[src/rtl/mem_port_arbiter.sv]
// Shares one BRAM port among UART writes, D-cache writes/refills and I-cache refills; writes take 1 cycle after grant.
// Refills: first word at grant+1+MEM_LAT, done at grant+BURST+MEM_LAT; requesters hold req until ack/done (no backpressure).
module mem_port_arbiter #(
    parameter int DATA_W     = 32,
    parameter int BURST      = 4,
    parameter int MEM_LAT    = 2,
    parameter int STARVE_MAX = 2
) (
    input  logic                       clk,
    input  logic                       rst,
    input  logic                       uart_req,
    input  logic [DATA_W-1:0]          uart_addr,
    input  logic [DATA_W-1:0]          uart_wdata,
    output logic                       uart_ack,
    input  logic                       dc_req,
    input  logic                       dc_we,
    input  logic [DATA_W-1:0]          dc_addr,
    input  logic [DATA_W-1:0]          dc_wdata,
    input  logic                       ic_req,
    input  logic [DATA_W-1:0]          ic_addr,
    output logic [DATA_W-1:0]          rdata,
    output logic [$clog2(BURST)-1:0]   rword,
    output logic                       dc_rvalid,
    output logic                       ic_rvalid,
    output logic                       dc_done,
    output logic                       ic_done,
    output logic [DATA_W-1:0]          mem_addr,
    output logic [DATA_W-1:0]          mem_wdata,
    output logic                       mem_we,
    input  logic [DATA_W-1:0]          mem_rdata,
    output logic                       busy
);
    localparam int IW       = $clog2(BURST);
    localparam int LINE_LSB = IW + 2;
    localparam int SW       = $clog2(STARVE_MAX + 2);
    localparam logic [DATA_W-1:0] WORD_MASK  = {{(DATA_W-2){1'b1}}, 2'b00};
    localparam logic [DATA_W-1:0] LINE_MASK  = {{(DATA_W-LINE_LSB){1'b1}}, {LINE_LSB{1'b0}}};
    localparam logic [IW-1:0]     LAST_WORD  = IW'(BURST - 1);
    localparam logic [SW-1:0]     STARVE_TOP = SW'(STARVE_MAX);

    typedef enum logic [2:0] {IDLE, UART_WR, DC_WR, IC_RD, DC_RD, DRAIN} state_t;

    state_t              state_q, state_d;
    logic [IW-1:0]       cnt_q, cnt_d;
    logic [IW-1:0]       ret_q, ret_d;
    logic [MEM_LAT-1:0]  rv_q, rv_d;
    logic [SW-1:0]       starve_q, starve_d;
    logic                owner_dc_q, owner_dc_d;
    logic [DATA_W-1:0]   mem_addr_q, mem_addr_d;
    logic [DATA_W-1:0]   mem_wdata_q, mem_wdata_d;
    logic                mem_we_q, mem_we_d;
    logic                uart_ack_q, uart_ack_d;
    logic                dc_wdone_q, dc_wdone_d;
    logic                issue;
    logic                ret_vld;
    logic                ret_last;

    assign ret_vld  = rv_q[MEM_LAT-1];
    assign ret_last = ret_vld && (ret_q == LAST_WORD);

    always_comb begin
        state_d     = state_q;
        cnt_d       = cnt_q;
        ret_d       = ret_q;
        starve_d    = starve_q;
        owner_dc_d  = owner_dc_q;
        mem_addr_d  = mem_addr_q;
        mem_wdata_d = mem_wdata_q;
        mem_we_d    = 1'b0;
        uart_ack_d  = 1'b0;
        dc_wdone_d  = 1'b0;
        issue       = 1'b0;

        if (ret_vld) begin
            ret_d = ret_q + IW'(1);
        end

        case (state_q)
            IDLE: begin
                if (!ic_req) begin
                    starve_d = '0;
                end
                if (uart_req) begin
                    state_d     = UART_WR;
                    mem_addr_d  = uart_addr & WORD_MASK;
                    mem_wdata_d = uart_wdata;
                    mem_we_d    = 1'b1;
                    uart_ack_d  = 1'b1;
                end else if (ic_req && (starve_q == STARVE_TOP)) begin
                    state_d    = IC_RD;
                    owner_dc_d = 1'b0;
                    mem_addr_d = ic_addr & LINE_MASK;
                    cnt_d      = '0;
                    starve_d   = '0;
                end else if (dc_req) begin
                    // ic_req high here implies starve_q < STARVE_TOP
                    if (ic_req) begin
                        starve_d = starve_q + SW'(1);
                    end
                    if (dc_we) begin
                        state_d     = DC_WR;
                        mem_addr_d  = dc_addr & WORD_MASK;
                        mem_wdata_d = dc_wdata;
                        mem_we_d    = 1'b1;
                        dc_wdone_d  = 1'b1;
                    end else begin
                        state_d    = DC_RD;
                        owner_dc_d = 1'b1;
                        mem_addr_d = dc_addr & LINE_MASK;
                        cnt_d      = '0;
                    end
                end else if (ic_req) begin
                    state_d    = IC_RD;
                    owner_dc_d = 1'b0;
                    mem_addr_d = ic_addr & LINE_MASK;
                    cnt_d      = '0;
                    starve_d   = '0;
                end
            end
            UART_WR, DC_WR: begin
                state_d = IDLE;
            end
            IC_RD, DC_RD: begin
                issue = 1'b1;
                if (cnt_q == LAST_WORD) begin
                    state_d = DRAIN;
                end else begin
                    cnt_d      = cnt_q + IW'(1);
                    mem_addr_d = mem_addr_q + DATA_W'(4);
                end
            end
            DRAIN: begin
                if (ret_last) begin
                    state_d = IDLE;
                end
            end
            default: begin
                state_d = IDLE;
            end
        endcase

        // Valid bit travels MEM_LAT stages, matching the BRAM read latency
        rv_d    = rv_q << 1;
        rv_d[0] = issue;
    end

    always_ff @(posedge clk or posedge rst) begin
        if (rst) begin
            state_q     <= IDLE;
            cnt_q       <= '0;
            ret_q       <= '0;
            rv_q        <= '0;
            starve_q    <= '0;
            owner_dc_q  <= 1'b0;
            mem_addr_q  <= '0;
            mem_wdata_q <= '0;
            mem_we_q    <= 1'b0;
            uart_ack_q  <= 1'b0;
            dc_wdone_q  <= 1'b0;
        end else begin
            state_q     <= state_d;
            cnt_q       <= cnt_d;
            ret_q       <= ret_d;
            rv_q        <= rv_d;
            starve_q    <= starve_d;
            owner_dc_q  <= owner_dc_d;
            mem_addr_q  <= mem_addr_d;
            mem_wdata_q <= mem_wdata_d;
            mem_we_q    <= mem_we_d;
            uart_ack_q  <= uart_ack_d;
            dc_wdone_q  <= dc_wdone_d;
        end
    end

    assign rdata     = ret_vld ? mem_rdata : '0;
    assign rword     = ret_q;
    assign dc_rvalid = ret_vld && owner_dc_q;
    assign ic_rvalid = ret_vld && !owner_dc_q;
    assign dc_done   = dc_wdone_q || (ret_last && owner_dc_q);
    assign ic_done   = ret_last && !owner_dc_q;
    assign uart_ack  = uart_ack_q;
    assign mem_addr  = mem_addr_q;
    assign mem_wdata = mem_wdata_q;
    assign mem_we    = mem_we_q;
    assign busy      = (state_q != IDLE);

endmodule

[config.mk]
export PLATFORM = sky130hd
export DESIGN_NAME = mem_port_arbiter
export DESIGN_NICKNAME = d
export VERILOG_FILES = /design/src/rtl/mem_port_arbiter.sv
export SDC_FILE = /design/constraint.sdc
export NUM_CORES = 1
export LEC_CHECK = 0
export CAP_MARGIN = 20
export CORE_ASPECT_RATIO = 1.75
export CORE_MARGIN = 4
export CORE_UTILIZATION = 38
export DETAILED_ROUTE_END_ITERATION = 7
export MAX_ROUTING_LAYER = met4
export PLACE_DENSITY = 0.78
export SYNTH_ARGS = -nofsm -noshare
export SYNTH_HDL_FRONTEND = slang
export SYNTH_SLANG_ARGS = --single-unit
export TNS_END_PERCENT = 100
[constraint.sdc]
create_clock -name clk -period 3.2 [get_ports clk]
set_input_delay 0.48 -clock clk [delete_from_list [all_inputs] [get_ports clk]]
set_output_delay 0.48 -clock clk [all_outputs]
set_load 0.05 [all_outputs]
* Word level (Yosys, flattened, before mapping) *
Cells that the tools add are included.
Widths: inputs -> output; s select.

storage, ports and cells
  register bits = 79
  input bits = 198
  word-level logic and storage cells = 98
  output and inout port bits = 105

operators by class
  add/sub/neg operators = 4
  bitwise operators = 1
  mux-type cells = 47
  reduce and logical (&&, ||, !) cells = 20
  eq/ne operators = 15

operators by type and width
  operator               number
  $mux 32                10
  $pmux 32 s2            1
  $add 32x3->32 const B  1
  $mux 2                 12
  $mux 3                 7
  $mux 1                 14
  $ne 2x2->1 const B     5
  $pmux 3 s3             1
  $ne 4x4->1 const B     2
  $reduce_and 4->1       2
  $add 2x1->2 const B    3
  $eq 2x2->1 const B     3
  $eq 3x3->1 const B     2
  $logic_and 1x1->1      6
  $reduce_and 3->1       2
  $reduce_bool 2->1      3
  $reduce_bool 3->1      2
  $ne 5x5->1 const B     1
  $reduce_and 5->1       1
  $mux 4                 1
  $pmux 2 s2             1
  $eq 3x2->1 const B     1
  $logic_not 3->1        1
  $ne 3x2->1 const B     1
  4 further kinds        4

* Logic depth before layout (Yosys ltp) *
Gate-level depths: netlist (run 1).

  depth in word-level cells = 5
  mapped depth = 9
  depth with buffers taken out = 7

* Worst setup path after synthesis (run 1) *
OpenSTA, ideal clock, no wires.

  path kind = flip-flop to flip-flop
  from = register mem_addr_q[2], in the netlist mem_addr[2]
  to = register mem_addr_q[30], in the netlist mem_addr[30]
  arrival = 2156 ps
  period minus slack after synthesis = 2226 ps
  path slack = 974 ps
  setup time = 70 ps
  buffers on the path = 0
  data required time = 3130 ps
  stages on the path, launching flop included = 7
  path through = dfrtp_1 -> ha_1 -> nand3_1 -> nor4_1 -> nand3_1 -> or3_1 -> nand3_1

on the way
  cells in the longest elaborated chain, start to end = 3

RTL lines
  element                 line  source
  start, declared         49    logic [DATA_W-1:0] mem_addr_q, mem_addr_d;
  start signal, assigned  167   mem_addr_q <= mem_addr_d;
  $add 32x3->32           129   mem_addr_d = mem_addr_q + DATA_W'(4);
  $mux 32                 125   if (cnt_q == LAST_WORD) begin
  $pmux 32 s2             78    case (state_q)

No other way between the ends. The select of a mux whose other input is x is not followed.
A chain may end at the register's enable or synchronous reset.

* Final worst setup path (run 1) *
  from = register rv_q[1]
  to = output ic_done

on the way
  cells in the longest elaborated chain, start to end = 2

RTL lines
  element                 line  source
  start, declared         46    logic [MEM_LAT-1:0] rv_q, rv_d;
  start signal, assigned  164   rv_q <= rv_d;
  $logic_and 1x1->1       59    assign ret_last = ret_vld && (ret_q == LAST_WORD);
  $logic_and 1x1->1       180   assign ic_done = ret_last && !owner_dc_q;
  end, declared           26    output logic ic_done,

No other way between the ends.

==> qor.yml, run 1 <==
core_sq_mm: 0.0126
crit_chain: "nand2_1, nor2_1, clkdlybuf4s50_1"
slowest_delay_ps: 880
ys_top_cells_by_area: "dfrtp_1 (39%), mux2i_1 (11%), o21ai_0 (6.7%), nand2_1 (6.2%), and2_1 (4.4%)"
drt_wl_total_mm: 20.0
die_x_um: 94.2
cts_setup_buffers: 0
placed_area_sq_mm: 0.00799
path_clk_slew_ps: 60
area_delta_synth_final_pct: 67.9
htree_levels: 3
worstPathArrival_ps: 2360
ys_warn_count: 0
setup_viol: 0
numClockSinks: 77
cp_top_family: "flip-flops"
vdd_drop_max_v: 0.000655
powerDensity_mw_per_mm2: 972
finalCriticalPeriod_ps: 2840
cts_resized: 0
cpMaxStageDelayCell: "dfrtp_1"
fin_crit_sh: 0.889
cts_tree: "done"
slew_violations: 0
yosysUniqueCellTypes: 61
hold_viol: 0
netlist_instances: 562
path_class: "flop to output port"
grt_overflow: 0
seq_area_frac_synth: 0.390
root_buffer: "clkbuf_16"
cp-start-kind: "flop"
final_cell_mix: "clkdlybuf4s50_1 (291), nand2_1 (81), dfrtp_1 (77), o21ai_0 (66), mux2i_1 (56)"
worstSkewPairLatency_ps: 330
skew_ps: 5.54
firstDrtPassIters: 5
critPathMaxFanout: 38
synth.avg_cell_area_sq_um: 8.80
grt_antenna_before_repair: 2
cts.path.max_buffers: 2
cp_data_required_time_ps: 2720
grt_pass1_wl_mm: 30.1
final.setup.worst_slack_ps: 357
rows: 54
critical_path_buf_inv_count: 1
ys.flop_type: "dfrtp_1"
synth_area_sq_mm: 0.00494
fin_tns_setup_ps: 0
synth_edf_count: 0
layout-drive-gt1-share: 0.0536
vias: 5594
grt_max_degree: 66
drv_cap: 0
seqCellArea_sq_mm: 0.00193
drt_iter0_drc: 380
multi_input_area_sq_mm: 0.00280
fillCellCount: 1042
start_util: 0.391
rsz0062_at_grt: "no"
avgViaCountPerCell: 5.54
wl_per_cell_um: 19.8
synth_top_area_frac: 0.390
cts_buffers: 9
fmax_mhz: 352
fp.dieH_um: 159
final_common_cell: "clkdlybuf4s50_1"
drc_errors: 0
place_worst_setup_slack_ps: 437
p_leak_uw: 0.00339
hold_buffers: 0
end_kind: "output port"
routabilityCongestion: 0.895
finalInstanceArea_sq_mm: 0.00830
grt_pass1_vias: 5879
postRouteAntennaNets: 0
hold_path_class: "flop to flop"
outcome: "completed"
synth-seq-cells: 77
layout.nets: 1036
yosys.area.top_type: "dfrtp_1"
grtUsageTotal: 0.265
async_flop_share: 1.00
ios: 303
die-area_sq_mm: 0.0150
slew-limit-headroom: 0.453
worst_pin_slew_ps: 820
dpl.hpwl_mm: 15.9
port_buffers: 292
total_power_uw: 8070
## power breakdown
group          switching, uW  internal [uW]  total, uW
Combinational           3350           1770       5120
Sequential               529           1440       1970
Clock                    424            550        974
## per-layer routing
metal / wire (um) / global-route usage / part of all wire
met1: 6860 / 0.260 / 0.34
met4: 513 / 0.0881 / 0.026
met5: 0 / - / 0
met3: 2080 / 0.0829 / 0.10
met2: 10500 / 0.481 / 0.53
## worst paths after layout
kind | from | endpoint | slack (ps) | cells past startpoint
max in group asynchronous | rst | starve_q[1] | 1970 | 3
setup reg to reg | mem_addr[2] | mem_addr[30] | 860 | 6
min in group asynchronous | rst | mem_addr[29] | 570 | 2
hold / removal | rv_q[0] | rv_q[1] | 350 | 0
hold reg to reg | rv_q[0] | rv_q[1] | 350 | 0
setup / recovery | rv_q[1] | ic_done | 360 | 3
## cell families after synthesis
kind of cell             share of synthesized area
multiplexers                                 0.123
flip-flops                                   0.390
adder cells (fa/ha/maj)                     0.0101
AO/OA/AOI/OAI                                0.203
XOR/XNOR                                   0.00177
buffers and inverters                       0.0478
other                                     0.000759
AND/OR/NAND/NOR                              0.224
## metrics by stage
step / hold WS, ps / instances / util
floorplan: 331 / 563 / -
global placement: 332 / 990 / 0.633
detailed placement: 341 / 990 / 0.633
CTS: 355 / 1006 / 0.655
global route: 368 / 1009 / 0.657
finish: 351 / 1009 / 0.657
## cell usage after synthesis (4+ instances only)
| master | instances |
|---|---|
| nand2b_1 | 4 |
| o211ai_1 | 11 |
| ha_1 | 4 |
| a31oi_1 | 4 |
| nor2b_1 | 5 |
| buf_2 | 18 |
| and2_1 | 35 |
| clkbuf_1 | 19 |
| nor3_1 | 7 |
| nand4_1 | 11 |
| nor2_1 | 17 |
| mux2_2 | 4 |
| inv_1 | 9 |
| o21ai_0 | 66 |
| a211oi_1 | 10 |
| a22oi_1 | 8 |
| dfrtp_1 | 77 |
| and3_1 | 5 |
| a21oi_1 | 18 |
| nand2_1 | 81 |
| o311ai_0 | 11 |
| mux2i_1 | 56 |
| nand3_1 | 23 |
## final cells by class
class	count	share of cell area
Timing Repair Buffer	303	0.366
Multi-Input combinational cell	434	0.338
Sequential cell	77	0.232
Clock buffer	10	0.0288
Tap cell	168	0.0253
Clock inverter	6	0.00573
Inverter	9	0.00422
Antenna cell	2	0.000603
## sequential cells by signal, summed over array words and instances, names as in the netlist
| name | flops |
|---|---|
| dc_wdone_q | 1 |
| starve_q | 2 |
| cnt_q | 2 |
| state_q | 3 |
| rv_q | 2 |
| rword | 2 |
| uart_ack | 1 |
| mem_we | 1 |
| mem_wdata | 32 |
| owner_dc_q | 1 |
| mem_addr | 30 |
Power figures use the tool's default switching activity.
==> inputs of run 2 (changes only) <==
- MAX_ROUTING_LAYER: met4 -> not set
==> qor.yml, run 2 (same netlist as run 1, synthesis figures left out) <==
end_kind: "output port"  # unchanged
crit_chain: "nor3_1, inv_1, clkdlybuf4s50_1"  # was nand2_1, nor2_1, clkdlybuf4s50_1
grt_max_degree: 66  # unchanged
postRouteAntennaNets: 0  # unchanged
hold_viol: 0  # unchanged
cp_top_family: "buffers and inverters"  # was flip-flops
worstPathArrival_ps: 2410  # was 2360 ps
skew_ps: 8.05  # was 5.54 ps
drt_wl_total_mm: 20.3  # was 20.0 mm
internal-power_uw: 3810  # was 3770 uW
grtUsageTotal: 0.261  # was 0.265
avgViaCountPerCell: 5.55  # was 5.54
cts.path.max_buffers: 2  # unchanged
place_worst_setup_slack_ps: 404  # was 437 ps
fp.dieH_um: 159  # unchanged
die_x_um: 94.2  # unchanged
fillCellCount: 1082  # was 1042
layout-drive-gt1-share: 0.0514  # was 0.0536
final.setup.worst_slack_ps: 312  # was 357 ps
slew-limit-headroom: 0.468  # was 0.453
cts_buffers: 9  # unchanged
start_util: 0.391  # unchanged
final_cell_mix: "clkdlybuf4s50_1 (291), nand2_1 (81), dfrtp_1 (77), o21ai_0 (66), mux2i_1 (56)"  # unchanged
powerDensity_mw_per_mm2: 979  # was 972 mW/mm^2
outcome: "completed"  # unchanged
hold_buffers: 0  # unchanged
critPathMaxFanout: 10  # was 38
critical_path_buf_inv_count: 2  # was 1
slowest_delay_ps: 780  # was 880 ps
layout.nets: 1035  # was 1036
vdd_drop_max_v: 0.000608  # was 0.000655 V
p_seq_frac: 0.243  # was 0.244
cp-start-kind: "flop"  # unchanged
p_leak_uw: 0.00340  # was 0.00339 uW
finalCriticalPeriod_ps: 2890  # was 2840 ps
fin_crit_sh: 0.902  # was 0.889
grt_overflow: 0  # unchanged
clock_power_share: 0.125  # was 0.121
switchingPower_uw: 4300  # about the same
dpl.hpwl_mm: 16.1  # was 15.9 mm
root_buffer: "clkbuf_16"  # unchanged
final_common_cell: "clkdlybuf4s50_1"  # unchanged
setup_viol: 0  # unchanged
cpMaxStageDelayCell: "clkdlybuf4s50_1"  # was dfrtp_1
cp_data_required_time_ps: 2720  # about the same
cts_setup_buffers: 0  # unchanged
hold_path_class: "flop to flop"  # unchanged
drv_cap: 0  # unchanged
firstDrtPassIters: 5  # unchanged
largest_register_ffs: 32  # unchanged
htree_levels: 3  # unchanged
numClockSinks: 77  # unchanged
ios: 303  # unchanged
whs_ps: 358  # was 351 ps
path_class: "flop to output port"  # unchanged
port_buffers: 292  # unchanged
postLayoutCoreUtil: 0.656  # was 0.657
pwr-share-comb: 0.632  # was 0.635
fin_tns_setup_ps: 0  # unchanged
grt_pass1_wl_mm: 30.4  # was 30.1 mm
rows: 54  # unchanged
routabilityCongestion: 0.896  # was 0.895
cts_resized: 0  # unchanged
core_sq_mm: 0.0126  # unchanged
drc_errors: 0  # unchanged
stdcell_count: 1006  # was 1009
dp.cells: 989  # was 990
worstSkewPairLatency_ps: 340  # was 330 ps
cts_tree: "done"  # unchanged
grt_pass1_vias: 5672  # was 5879
fmax_mhz: 346  # was 352 MHz
grt_antenna_before_repair: 3  # was 2
drt_iter0_drc: 353  # was 380
worst_pin_slew_ps: 798  # was 820 ps
die-area_sq_mm: 0.0150  # unchanged
rsz0062_at_grt: "no"  # unchanged
vias: 5585  # was 5594
path_clk_slew_ps: 60  # about the same
netSwitchingFraction: 0.530  # was 0.533
wl_per_cell_um: 20.2  # was 19.8 um
area_delta_synth_final_pct: 67.7  # was 67.9%
slew_violations: 0  # unchanged
run 2: changes by cell type in the layout (fill, tap and decap cells not counted):
cell	delta
buf_4	-1
bufinv_16	+1
clkbuf_8	-1
clkinv_2	+2
clkinv_4	+1
clkinvlp_4	-3
diode_2	-1
inv_6	-1
run 2: metrics by stage:
step	power [uW]	area, sq um
finish	8120	8290
CTS	8120	8270
floorplan	5200	4950
global placement	6960	7980
detailed placement	7080	7980
global route	8520	8290
run 2: worst register-to-register path: cells and delay by family, from the launching register on:
kind / cells / cell delay, ps
AO/OA/AOI/OAI: 1 / 440
AND/OR/NAND/NOR: 3 / 1100
flip-flops: 1 / 450
adder cells (fa/ha/maj): 1 / 240
run 2: worst paths after layout:
path                                 end  slack [ps]  cells past startpoint   startpoint
max                                 busy         310                      3   state_q[0]
min                              rv_q[1]         360                      0      rv_q[0]
max reg2reg                 mem_addr[28]         820                      5  mem_addr[2]
min reg2reg                      rv_q[1]         360                      0      rv_q[0]
max in group asynchronous    mem_addr[4]        1990                      3          rst
min in group asynchronous  mem_wdata[28]         530                      2          rst
run 2: power by group through the flow:
| stage | combinational, uW | clock (uW) | sequential [uW] |
|---|---|---|---|
| floorplan | 2020 | 0 | 3180 |
| global placement | 5020 | 0 | 1940 |
| detailed placement | 5110 | 0 | 1970 |
| CTS | 5130 | 1020 | 1960 |
| global route | 5410 | 1060 | 2050 |
| finish | 5130 | 1010 | 1970 |
run 2: area by class of cell:
| class | instances | area, sq um | area share |
|---|---|---|---|
| multi-input combinational | 434 | 2800 | 0.338 |
| timing repair buffer | 302 | 3030 | 0.365 |
| inverter | 9 | 35.0 | 0.00423 |
| clock buffer | 9 | 225 | 0.0272 |
| sequential | 77 | 1930 | 0.232 |
| tap | 168 | 210 | 0.0254 |
| antenna | 1 | 2.50 | 0.000302 |
| clock inverter | 6 | 65.1 | 0.00785 |
run 2: metal layers:
layer  GRT usage  wire, um  share of wire
met3      0.0923      2440           0.12
met4      0.0881       505          0.025
met5           0        13        0.00064
met1       0.262      6580           0.32
met2       0.485     10800           0.53
==> inputs of run 3 (changes only) <==
- CELL_PAD_IN_SITES_DETAIL_PLACEMENT: not set -> 0
- CELL_PAD_IN_SITES_GLOBAL_PLACEMENT: not set -> 1
- CORE_UTILIZATION: 38 -> 26
- PLACE_DENSITY: 0.78 -> 0.77
==> qor.yml, run 3 (same netlist as run 1, synthesis figures left out) <==
outcome: "completed"  # unchanged
end_kind: "output port"  # unchanged
slowest_delay_ps: 880  # was 780 ps
reg2reg_depth: 6  # was 5
grtUsageTotal: 0.173  # was 0.261
vdd_drop_max_v: 0.000401  # was 0.000608 V
htree_levels: 3  # unchanged
place_worst_setup_slack_ps: 328  # was 404 ps
port_buffers: 292  # unchanged
drt_wl_total_mm: 19.1  # was 20.3 mm
routabilityCongestion: 0.794  # was 0.896
die_x_um: 112  # was 94.2 um
avgViaCountPerCell: 4.87  # was 5.55
drt_iter0_drc: 243  # was 353
core_sq_mm: 0.0187  # was 0.0126 sq mm
cts_tree: "done"  # unchanged
layout-drive-gt1-share: 0.0558  # was 0.0514
setup_viol: 0  # unchanged
rows: 66  # was 54
cts_buffers: 9  # unchanged
critPathMaxFanout: 10  # unchanged
finalCriticalPeriod_ps: 2620  # was 2890 ps
holdPathStages: 0  # unchanged
dpl.hpwl_mm: 15.0  # was 16.1 mm
root_buffer: "clkbuf_16"  # unchanged
fmax_mhz: 382  # was 346 MHz
hold_path_class: "flop to flop"  # unchanged
final_cell_mix: "clkdlybuf4s50_1 (291), nand2_1 (81), dfrtp_1 (77), o21ai_0 (66), mux2i_1 (56)"  # unchanged
fp.dieH_um: 190  # was 159 um
slew-limit-headroom: 0.473  # was 0.468
fin_tns_setup_ps: 0  # unchanged
final_common_cell: "clkdlybuf4s50_1"  # unchanged
crit_chain: "nor3_1, inv_1, clkdlybuf4s50_1"  # unchanged
powerDensity_mw_per_mm2: 973  # was 979 mW/mm^2
grt_max_degree: 66  # unchanged
cp.depth: 3  # unchanged
wl_per_cell_um: 17.7  # was 20.2 um
final.setup.worst_slack_ps: 581  # was 312 ps
multi_input_area_sq_mm: 0.00280  # unchanged
layout.nets: 1040  # was 1035
postLayoutCoreUtil: 0.452  # was 0.656
grt_pass1_wl_mm: 29.1  # was 30.4 mm
area_delta_synth_final_pct: 70.8  # was 67.7%
fin_crit_sh: 0.819  # was 0.902
p_leak_uw: 0.00343  # was 0.00340 uW
cts.path.max_buffers: 2  # unchanged
postRouteAntennaNets: 0  # unchanged
hold_viol: 0  # unchanged
drv_cap: 0  # unchanged
cts_setup_buffers: 0  # unchanged
die-area_sq_mm: 0.0214  # was 0.0150 sq mm
largest_register_ffs: 32  # unchanged
cts_resized: 0  # unchanged
cpMaxStageDelayCell: "clkdlybuf4s50_1"  # unchanged
seqCellArea_sq_mm: 0.00193  # unchanged
critical_path_buf_inv_count: 2  # unchanged
worstPathArrival_ps: 2140  # was 2410 ps
cp_top_family: "buffers and inverters"  # unchanged
start_util: 0.265  # was 0.391
ios: 303  # unchanged
cp-start-kind: "flop"  # unchanged
vias: 5264  # was 5585
grt_pass1_vias: 5092  # was 5672
cp_data_required_time_ps: 2720  # about the same
path_clk_slew_ps: 60  # about the same
slew_violations: 0  # unchanged
numClockSinks: 77  # unchanged
grt_antenna_before_repair: 1  # was 3
rsz0062_at_grt: "no"  # unchanged
hold_buffers: 0  # unchanged
path_class: "flop to output port"  # unchanged
worstSkewPairLatency_ps: 340  # about the same
grt_overflow: 0  # unchanged
drc_errors: 0  # unchanged
worst_pin_slew_ps: 783  # was 798 ps
skew_ps: 11.5  # was 8.05 ps
firstDrtPassIters: 5  # unchanged
fillCellCount: 1910  # was 1082
## run 3: cell count changes in the layout (fill, tap and decap cells not counted), sizes merged
| cell | change |
|---|---|
| buf | +5 |
| clkinv | -4 |
| clkbuf | +2 |
| bufinv | +1 |
| clkinvlp | +1 |
| inv | +1 |
## run 3: path summary, 6_finish.rpt
kind | slack (ps) | end | from
hold / removal | 350 | rv_q[1] | rv_q[0]
hold reg to reg | 350 | rv_q[1] | rv_q[0]
max in group asynchronous | 2030 | mem_wdata[20] | rst
min in group asynchronous | 490 | mem_addr[15] | rst
setup reg to reg | 840 | mem_addr[30] | mem_addr[2]
setup / recovery | 580 | busy | state_q[0]
## run 3: through the flow
step           instances  hold WS, ps  total power [uW]  instance area, sq um
2_1_floorplan        563          331              5200                  4950
4_1_cts             1080          353              8280                  8430
3_3_place_gp        1064          335              7080                  8110
6_report            1082          350              8220                  8440
3_5_place_dp        1064          340              7130                  8110
5_1_grt             1082          358              8700                  8440
## run 3: final cells by class
cell class                      instances  share of cell area
Multi-Input combinational cell        434               0.332
Antenna cell                            1            0.000296
Timing Repair Buffer                  307               0.363
Tap cell                              238              0.0353
Clock inverter                          5             0.00993
Inverter                                9             0.00415
Clock buffer                           11              0.0276
Sequential cell                        77               0.228
## run 3: power breakdown
| part | internal, uW | switching (uW) |
|---|---|---|
| registers | 1440 | 463 |
| clock network | 687 | 425 |
| logic | 1820 | 3390 |
| total | 3940 | 4270 |
## run 3: routing by layer
metal	wire length, um	GRT usage
met1	7090	0.194
met2	10600	0.325
met5	0	0
met3	1110	0.0384
met4	298	0.0463
